===== config.mk =====
export PLATFORM = sky130hd
export DESIGN_NAME = bcd_select_arbiter
export DESIGN_NICKNAME = d
export VERILOG_FILES = /design/src/rtl/bcd_select_arbiter.sv
export SDC_FILE = /design/constraint.sdc
export NUM_CORES = 1
export LEC_CHECK = 0
export ABC_CLOCK_PERIOD_IN_PS = 8450
export CAP_MARGIN = 40
export CORE_MARGIN = 2
export CORE_UTILIZATION = 71
export DETAILED_ROUTE_END_ITERATION = 10
export DONT_BUFFER_PORTS = 1
export MAX_ROUTING_LAYER = met4
export PLACE_DENSITY = 0.95
export SYNTH_ARGS = -nofsm -noshare
export SYNTH_HDL_FRONTEND = slang
export SYNTH_SLANG_ARGS = --single-unit

===== constraint.sdc =====
create_clock -name clk -period 8.45 [get_ports clk]
set_clock_uncertainty 0.2 [all_clocks]
set_input_delay 1.69 -clock clk [delete_from_list [all_inputs] [get_ports clk]]
set_output_delay 1.69 -clock clk [all_outputs]
set_load 0.02 [all_outputs]

===== src/rtl/bcd_select_arbiter.sv =====
// Round-robin arbiter that shares one active-low BCD select decoder among ten requesters.
// Drives the owner's index as a BCD code, or an idle code between grants, plus a one-hot copy.
module bcd_select_arbiter #(
  parameter int         MAX_HOLD    = 16,
  parameter int         DEAD_CYCLES = 1,
  parameter logic [3:0] IDLE_CODE   = 4'hF
) (
  input  logic       clk,
  input  logic       rst_n,
  input  logic       en,
  input  logic [9:0] req,
  output logic [3:0] sel_code,
  output logic [9:0] sel_n,
  output logic       gnt_valid,
  output logic       owner_to
);

  localparam int HW = $clog2(MAX_HOLD + 1);

  typedef enum logic [1:0] {
    ST_IDLE,
    ST_GRANT,
    ST_DEAD
  } state_t;

  state_t        state_q, state_d;
  logic [3:0]    code_q, code_d;
  logic [3:0]    ptr_q, ptr_d;
  logic [3:0]    dead_q, dead_d;
  logic [HW-1:0] hold_q, hold_d;
  logic [9:0]    seln_q, seln_d;
  logic          gnt_q, gnt_d;
  logic          to_q, to_d;

  logic [4:0]    cand_sum [10];
  logic [3:0]    cand     [10];
  logic [3:0]    winner;
  logic          found;
  logic [15:0]   req_ext;
  logic          owner_req;

  // Candidate k is the requester k places after the pointer, modulo 10.
  for (genvar gi = 0; gi < 10; gi++) begin : g_cand
    assign cand_sum[gi] = {1'b0, ptr_q} + 5'(gi);
    assign cand[gi]     = (cand_sum[gi] >= 5'd10) ? 4'(cand_sum[gi] - 5'd10) : cand_sum[gi][3:0];
  end

  assign req_ext   = {6'b0, req};
  assign owner_req = req_ext[code_q];

  always_comb begin
    winner = 4'd0;
    found  = 1'b0;
    for (int k = 9; k >= 0; k--) begin
      if (req_ext[cand[k]]) begin
        winner = cand[k];
        found  = 1'b1;
      end
    end
  end

  always_comb begin
    state_d = state_q;
    code_d  = code_q;
    ptr_d   = ptr_q;
    hold_d  = hold_q;
    dead_d  = dead_q;
    to_d    = 1'b0;
    unique case (state_q)
      ST_IDLE: begin
        if (en && found) begin
          state_d = ST_GRANT;
          code_d  = winner;
          hold_d  = HW'(1);
        end
      end
      ST_GRANT: begin
        if (owner_req && (hold_q < HW'(MAX_HOLD))) begin
          hold_d = hold_q + HW'(1);
        end else begin
          // Released owner becomes lowest priority on the next search.
          state_d = ST_DEAD;
          to_d    = owner_req;
          ptr_d   = (code_q == 4'd9) ? 4'd0 : code_q + 4'd1;
          code_d  = IDLE_CODE;
          hold_d  = '0;
          dead_d  = 4'd1;
        end
      end
      ST_DEAD: begin
        if (dead_q >= 4'(DEAD_CYCLES)) begin
          state_d = ST_IDLE;
          dead_d  = 4'd0;
        end else begin
          dead_d = dead_q + 4'd1;
        end
      end
      default: begin
        state_d = ST_IDLE;
        code_d  = IDLE_CODE;
      end
    endcase
    gnt_d = (state_d == ST_GRANT);
  end

  for (genvar gi = 0; gi < 10; gi++) begin : g_dec
    assign seln_d[gi] = (code_d != 4'(gi));
  end

  always_ff @(posedge clk or negedge rst_n) begin
    if (!rst_n) begin
      state_q <= ST_IDLE;
      code_q  <= IDLE_CODE;
      ptr_q   <= 4'd0;
      hold_q  <= '0;
      dead_q  <= 4'd0;
      seln_q  <= 10'h3FF;
      gnt_q   <= 1'b0;
      to_q    <= 1'b0;
    end else begin
      state_q <= state_d;
      code_q  <= code_d;
      ptr_q   <= ptr_d;
      hold_q  <= hold_d;
      dead_q  <= dead_d;
      seln_q  <= seln_d;
      gnt_q   <= gnt_d;
      to_q    <= to_d;
    end
  end

  assign sel_code  = code_q;
  assign sel_n     = seln_q;
  assign gnt_valid = gnt_q;
  assign owner_to  = to_q;

endmodule

# Yosys cells after proc, flatten, opt, wreduce, memory -nomap -nowiden
# Index checks and enable logic that the tools add are counted.
# word_totals
elab_cells	146
output_inout_bits	16
reg_bits	31
# op_classes
n_mux	68
bitwise	1
n_addsub	22
order_cmp	23
reduce_logical	9
n_eq_ne	15
# op_table
op	count
4-bit 2-to-1 mux	25
4-bit by 5-bit less-than comparator with 1-bit output, second input constant	11
5-bit by 4-bit greater-or-equal comparator with 1-bit output, second input constant	9
1-bit binary-select mux with 4-bit select	11
4-bit subtractor, second input constant	10
1-bit 2-to-1 mux	23
4-bit by 3-bit adder with 5-bit output, second input constant	4
4-bit by 3-bit inequality test with 1-bit output, second input constant	4
4-bit one-hot mux with 3 select lines	1
4-bit by 2-bit adder with 5-bit output, second input constant	2
4-bit by 4-bit adder with 5-bit output, second input constant	2
5-bit 2-to-1 mux	2
5-bit one-hot mux with 2 select lines	1
4-bit by 1-bit adder with 4-bit output, second input constant	2
4-bit by 2-bit inequality test with 1-bit output, second input constant	2
4-bit inequality test, second input constant	2
4-bit one-hot mux with 2 select lines	1
2-bit 2-to-1 mux	3
2-bit one-hot mux with 3 select lines	1
2-bit AND reduction	3
4-bit by 1-bit adder with 5-bit output, second input constant	1
5-bit by 1-bit adder with 5-bit output, second input constant	1
5-bit less-than comparator, second input constant	1
2-bit by 1-bit equality test with 1-bit output, second input constant	2
other kinds (11)	14

# Longest topological paths before layout
# depth
ltp_word	19
mapped_depth	23

# Worst setup path before layout
# OpenSTA, ideal clock, no wires.
# synth_timing
path_kind	reg-to-reg
start	register ptr_q[0]
end	register seln_q[8], in the netlist sel_n[8]
setup_ns	0.101
arrival_time_ns	4.756
stages_incl_launch_ff	23
n_path_buf	8
synth_period_minus_slack_ns	5.058
path_slack_ns	3.392
path_cell_list	dfrtp_1 buf_6 buf_8 buf_6 buf_4 inv_1 ha_1 buf_2 inv_1 clkbuf_1 ha_1 clkbuf_2 inv_1 o22ai_1 a221oi_4 mux2i_1 and2_1 clkbuf_1 or4b_4 or3_4 a41oi_4 a21boi_2 nand4_1
# synth_via
elab_chain_len	19
elab_cells_between_ends	83
classes_between	add/sub: 19; order compare: 10; eq/ne: 1; mux: 52; reduce/logical: 1
# synth_rtl
element	line_no	source
start: declaration	28	logic [3:0] ptr_q, ptr_d;
start signal: assignment	123	ptr_q <= ptr_d;
4-bit by 4-bit adder with 5-bit output	44	assign cand_sum[gi] = {1'b0, ptr_q} + 5'(gi);
4-bit subtractor / 5-bit by 4-bit greater-or-equal comparator with 1-bit output (equally long branches)	45	assign cand[gi] = (cand_sum[gi] >= 5'd10) ? 4'(cand_sum[gi] - 5'd10) : cand_sum[gi][3:0];
4-bit 2-to-1 mux	45	
1-bit binary-select mux with 4-bit select	55	if (req_ext[cand[k]]) begin
1-bit 2-to-1 mux (not written as such)	55	
1-bit 2-to-1 mux (10 in a row)	55	
1-bit logical AND	71	if (en && found) begin
4-bit 2-to-1 mux *	71	
4-bit one-hot mux with 3 select lines *	69	unique case (state_q)
4-bit inequality test *	107	assign seln_d[gi] = (code_d != 4'(gi));
net seln_d[8]	31	logic [9:0] seln_q, seln_d;
end signal: assignment	126	seln_q <= seln_d;
end: declaration	31	
# Mark *: on every way through the listed nets, which the timed path passes. The rest lies on a longest branch. The select of a mux whose other input is x is not followed.
# A chain may end at the register's enable or synchronous reset.

# Worst setup path in the final report
# layout_timing
start	register ptr_q[1]
end	register seln_q[8], in the netlist sel_n[8]
# Same word-level chain as after synthesis.

==> report_table.html <==
<table>
<tr><th>Metric</th><th>Value</th></tr>
<tr><th colspan="2">Status</th></tr>
<tr><td>Outcome</td><td>finished clean</td></tr>
<tr><th colspan="2">Global routing</th></tr>
<tr><td>Number of global-route vias before repair</td><td>4318</td></tr>
<tr><td>Global-route congestion overflow total</td><td>0</td></tr>
<tr><td>Largest net degree at the start of global routing</td><td>45</td></tr>
<tr><td>Wire length of the first global-routing pass</td><td>21930 µm</td></tr>
<tr><td>All-Layer GR Usage</td><td>39.62%</td></tr>
<tr><td>Initial antenna violation count</td><td>0</td></tr>
<tr><th colspan="2">Clock tree</th></tr>
<tr><td>CTS root buf</td><td>sky130_fd_sc_hd__clkbuf_8</td></tr>
<tr><td>Setup bufs post-CTS</td><td>0</td></tr>
<tr><td>Clock Path Buffers</td><td>2</td></tr>
<tr><td>Worst-skew pair later-pin latency</td><td>0.29 ns</td></tr>
<tr><td>TritonCTS clock tree</td><td>done</td></tr>
<tr><td>Total clock buffers created by CTS</td><td>5</td></tr>
<tr><td>Clock sink total</td><td>31</td></tr>
<tr><td>Number of gates resized after cts</td><td>0</td></tr>
<tr><td>Hold-fix buffers at CTS</td><td>0</td></tr>
<tr><td>Clock H-tree levels</td><td>2</td></tr>
<tr><td>Post-CTS clock slew at the launch and capture registers of the worst setup and hold paths</td><td>0.06 ns</td></tr>
<tr><th colspan="2">STA</th></tr>
<tr><td>Slew at the pin closest to its max-slew limit</td><td>1.012 ns</td></tr>
<tr><td>Hold Worst Slack</td><td>0.3070 ns</td></tr>
<tr><td>Fin Setup TNS</td><td>0 ns</td></tr>
<tr><td>RSZ-0062 raised after global routing</td><td>false</td></tr>
<tr><td>Pins Over Slew Limit</td><td>0</td></tr>
<tr><td>Maximum clock frequency</td><td>175.4 MHz</td></tr>
<tr><td>Minimum clock period after layout</td><td>5.700 ns</td></tr>
<tr><td>Final period util</td><td>67.46%</td></tr>
<tr><td>Setup violators final</td><td>0</td></tr>
<tr><td>Headroom to the max-slew limit</td><td>30.59%</td></tr>
<tr><td>Count of endpoints failing hold in the final timing report</td><td>0</td></tr>
<tr><th colspan="2">Layout</th></tr>
<tr><td>Area growth syn-to-layout</td><td>1.468%</td></tr>
<tr><td>Fraction of layout instances using a drive strength above 1</td><td>15.09%</td></tr>
<tr><td>Commonest cells after routing, fill and taps aside</td><td>36 x sky130_fd_sc_hd__nand2_1, 31 x sky130_fd_sc_hd__o21ai_0, 29 x sky130_fd_sc_hd__a21oi_1</td></tr>
<tr><td>Nets</td><td>555</td></tr>
<tr><td>Cell Count, Final, Fillers Out</td><td>594</td></tr>
<tr><td>Storage cell area</td><td>794.5 µm²</td></tr>
<tr><td>Area taken by multi-input logic gates</td><td>3487 µm²</td></tr>
<tr><td>Commonest non-fill, non-tap cell in the layout</td><td>sky130_fd_sc_hd__nand2_1</td></tr>
<tr><td>Number of filler cells placed in the layout</td><td>482</td></tr>
<tr><td>Diodes inserted</td><td>0</td></tr>
<tr><th colspan="2">Critical path</th></tr>
<tr><td>Critical Path End Type</td><td>register</td></tr>
<tr><td>Worst r2r path cells</td><td>15</td></tr>
<tr><td>Critical path cell sequence</td><td>inv_2 &gt; ha_1 &gt; buf_4 &gt; inv_1 &gt; ha_1 &gt; inv_1 &gt; a221oi_1 &gt; nor2_1 &gt; xnor2_1 &gt; a21oi_1 &gt; or4b_4 &gt; or3_4 &gt; a41oi_4 &gt; a21boi_2 &gt; nand4_1</td></tr>
<tr><td>Critical Path Fanout Max</td><td>26</td></tr>
<tr><td>Required time at the endpoint of the critical path</td><td>8.44 ns</td></tr>
<tr><td>Critical Path Max Stage Delay</td><td>0.87 ns</td></tr>
<tr><td>Type of the worst setup path</td><td>register to register</td></tr>
<tr><td>Type of origin of the critical path</td><td>register</td></tr>
<tr><td>Arrival @ worst endpoint</td><td>5.69 ns</td></tr>
<tr><td>Slowest cell on the critical path</td><td>sky130_fd_sc_hd__dfrtp_1</td></tr>
<tr><th colspan="2">Die</th></tr>
<tr><td>Top-level I/O count</td><td>29</td></tr>
<tr><td>Horiz. Die Dim</td><td>83.75 µm</td></tr>
<tr><td>Cell Rows</td><td>29</td></tr>
<tr><td>Core Footprint</td><td>6241 µm²</td></tr>
<tr><td>Starting Density</td><td>72.35%</td></tr>
<tr><td>Die outline area</td><td>7014 µm²</td></tr>
<tr><td>Die Y-Extent</td><td>83.75 µm</td></tr>
<tr><th colspan="2">Drt</th></tr>
<tr><td>Overall via count from detail_route</td><td>4638</td></tr>
<tr><td>Final ANT Viol Nets</td><td>0</td></tr>
<tr><td>Mean number of vias per cell</td><td>7.808</td></tr>
<tr><td>Wire length reported by the detailed router</td><td>13400 µm</td></tr>
<tr><td>Drt first pass iters</td><td>7</td></tr>
<tr><td>DR DRC count</td><td>0</td></tr>
<tr><td>Average detailed-routed wire length per instance</td><td>22.56 µm</td></tr>
<tr><td>Starting DRC count in detailed routing</td><td>692</td></tr>
<tr><th colspan="2">Synthesis</th></tr>
<tr><td>Primary FF master, synth</td><td>sky130_fd_sc_hd__dfrtp_1</td></tr>
<tr><td>Synthesis warning total</td><td>0</td></tr>
<tr><td>Cell taking the most area after synthesis</td><td>sky130_fd_sc_hd__dfrtp_1</td></tr>
<tr><td>Proportion of synthesized flip-flops having asynchronous set or reset</td><td>100.0%</td></tr>
<tr><td>Proportion of synthesized chip area in sequential cells</td><td>17.57%</td></tr>
<tr><td>Count of different cell masters after synthesis</td><td>95</td></tr>
<tr><td>Count of flip-flops with a built-in enable after synthesis</td><td>0</td></tr>
<tr><td>Syn Inst Count</td><td>530</td></tr>
<tr><td>Synthesized Nets</td><td>569</td></tr>
<tr><td>Netlist area before placement</td><td>4516 µm²</td></tr>
<tr><td>Mean area per synthesized cell</td><td>8.520 µm²</td></tr>
<tr><td>Post-synthesis register bit count</td><td>31</td></tr>
<tr><td>Share of Yosys cell area claimed by the top area cell type</td><td>9.421%</td></tr>
<tr><td>Synth top area cells</td><td>sky130_fd_sc_hd__dfrtp_1 9.4%, sky130_fd_sc_hd__dfstp_2 8.1%, sky130_fd_sc_hd__ha_1 6.9%, sky130_fd_sc_hd__mux2i_1 5.3%, sky130_fd_sc_hd__mux4_2 4.5%</td></tr>
<tr><th colspan="2">Placement</th></tr>
<tr><td>Number of cells after detailed placement</td><td>586</td></tr>
<tr><td>Count of input and output buffers</td><td>0</td></tr>
<tr><td>Final GP Congestion</td><td>1.053</td></tr>
<tr><td>Post-DP HPWL</td><td>10200 µm</td></tr>
<tr><th colspan="2">Flow run</th></tr>
<tr><td>Max_cap viols</td><td>0</td></tr>
<tr><th colspan="2">Hold path</th></tr>
<tr><td>Count of cells along the worst hold path</td><td>1</td></tr>
<tr><td>Kind of path behind the tightest hold check</td><td>register to register</td></tr>
</table>
## stage by stage
stage	util (%)	instance area, µm²	setup WS (ns)
global route	73.42	4582	2.324
floorplan	-	4516	3.392
finish	73.42	4582	2.750
detailed placement	71.95	4491	2.998
global placement	71.95	4491	3.109
CTS	73.42	4582	2.939
## per-layer routing
layer	up-vias	wire (µm)	GRT usage, %
met4	0	553	17.01
met5	-	0	-
li1	2052	-	-
met2	329	5975	59.35
met1	2196	5446	53.16
met3	61	1421	6.627
## cell usage after synthesis, types with 5 or more instances
cell type and number:
sky130_fd_sc_hd__nand2_1 36, sky130_fd_sc_hd__o21ai_0 31, sky130_fd_sc_hd__a21oi_1 29, sky130_fd_sc_hd__nor2_1 26
sky130_fd_sc_hd__ha_1 25, sky130_fd_sc_hd__mux2i_1 24, sky130_fd_sc_hd__inv_1 20, sky130_fd_sc_hd__nand3_1 18
sky130_fd_sc_hd__nand4_1 18, sky130_fd_sc_hd__xnor2_1 18, sky130_fd_sc_hd__dfrtp_1 17, sky130_fd_sc_hd__dfstp_2 14
sky130_fd_sc_hd__and2_1 12, sky130_fd_sc_hd__clkbuf_1 12, sky130_fd_sc_hd__mux2_2 11, sky130_fd_sc_hd__nor3_1 11
sky130_fd_sc_hd__a21o_1 10, sky130_fd_sc_hd__mux4_2 9, sky130_fd_sc_hd__o2111ai_1 9, sky130_fd_sc_hd__a211oi_1 8
sky130_fd_sc_hd__o211ai_1 7, sky130_fd_sc_hd__a211o_1 5, sky130_fd_sc_hd__a22o_1 5, sky130_fd_sc_hd__a31oi_1 5
sky130_fd_sc_hd__and3_1 5, sky130_fd_sc_hd__nand2b_1 5, sky130_fd_sc_hd__nand3b_1 5, sky130_fd_sc_hd__nor2b_1 5
sky130_fd_sc_hd__o31ai_1 5
## layout make-up
class	instances	area share, %
clock buffers	7	1.884
clock inverters	1	0.1092
inverters	24	1.966
multi-input cells	451	76.11
flip-flops and latches	31	17.34
well taps	77	2.103
repair buffers	3	0.4915
## registers in the layout (all words and copies together) (netlist names)
signal	cells
dead_q	4
gnt_valid	1
hold_q	5
owner_to	1
ptr_q	4
sel_code	4
sel_n	10
state_q	2
## worst max-delay path: cells and delay by family (launching register included)
family                     cells  cell delay (ns)
and+or+nand+nor                4             1.13
DFF                            1             0.87
xor gates and xnor gates       1             0.34
buffers and inverters          4             1.09
adders and majority gates      2             0.81
AOI/OAI and AO/OA              4             1.13
## worst paths after layout
kind | slack, ns | to | startpoint
max reg2reg | 2.75 | sel_n[8] | ptr_q[1]
min | 0.31 | dead_q[3] | dead_q[3]
min reg2reg | 0.31 | dead_q[3] | dead_q[3]
max | 2.75 | sel_n[8] | ptr_q[1]
min in group asynchronous | 0.89 | ptr_q[0] | rst_n
max in group asynchronous | 6.99 | sel_n[3] | rst_n
## kinds of logic after synthesis
logic type | count (synthesis) | synth area share [%]
compound gates | 183 | 30.92
mux | 44 | 12.55
flops | 31 | 17.57
xor+xnor | 21 | 4.406
buf+inv | 48 | 5.209
fa+ha+maj | 26 | 7.370
simple gates | 177 | 21.97
Power is not shown: default switching activity piles up to over one toggle a cycle in this logic, so the estimate is an artifact.
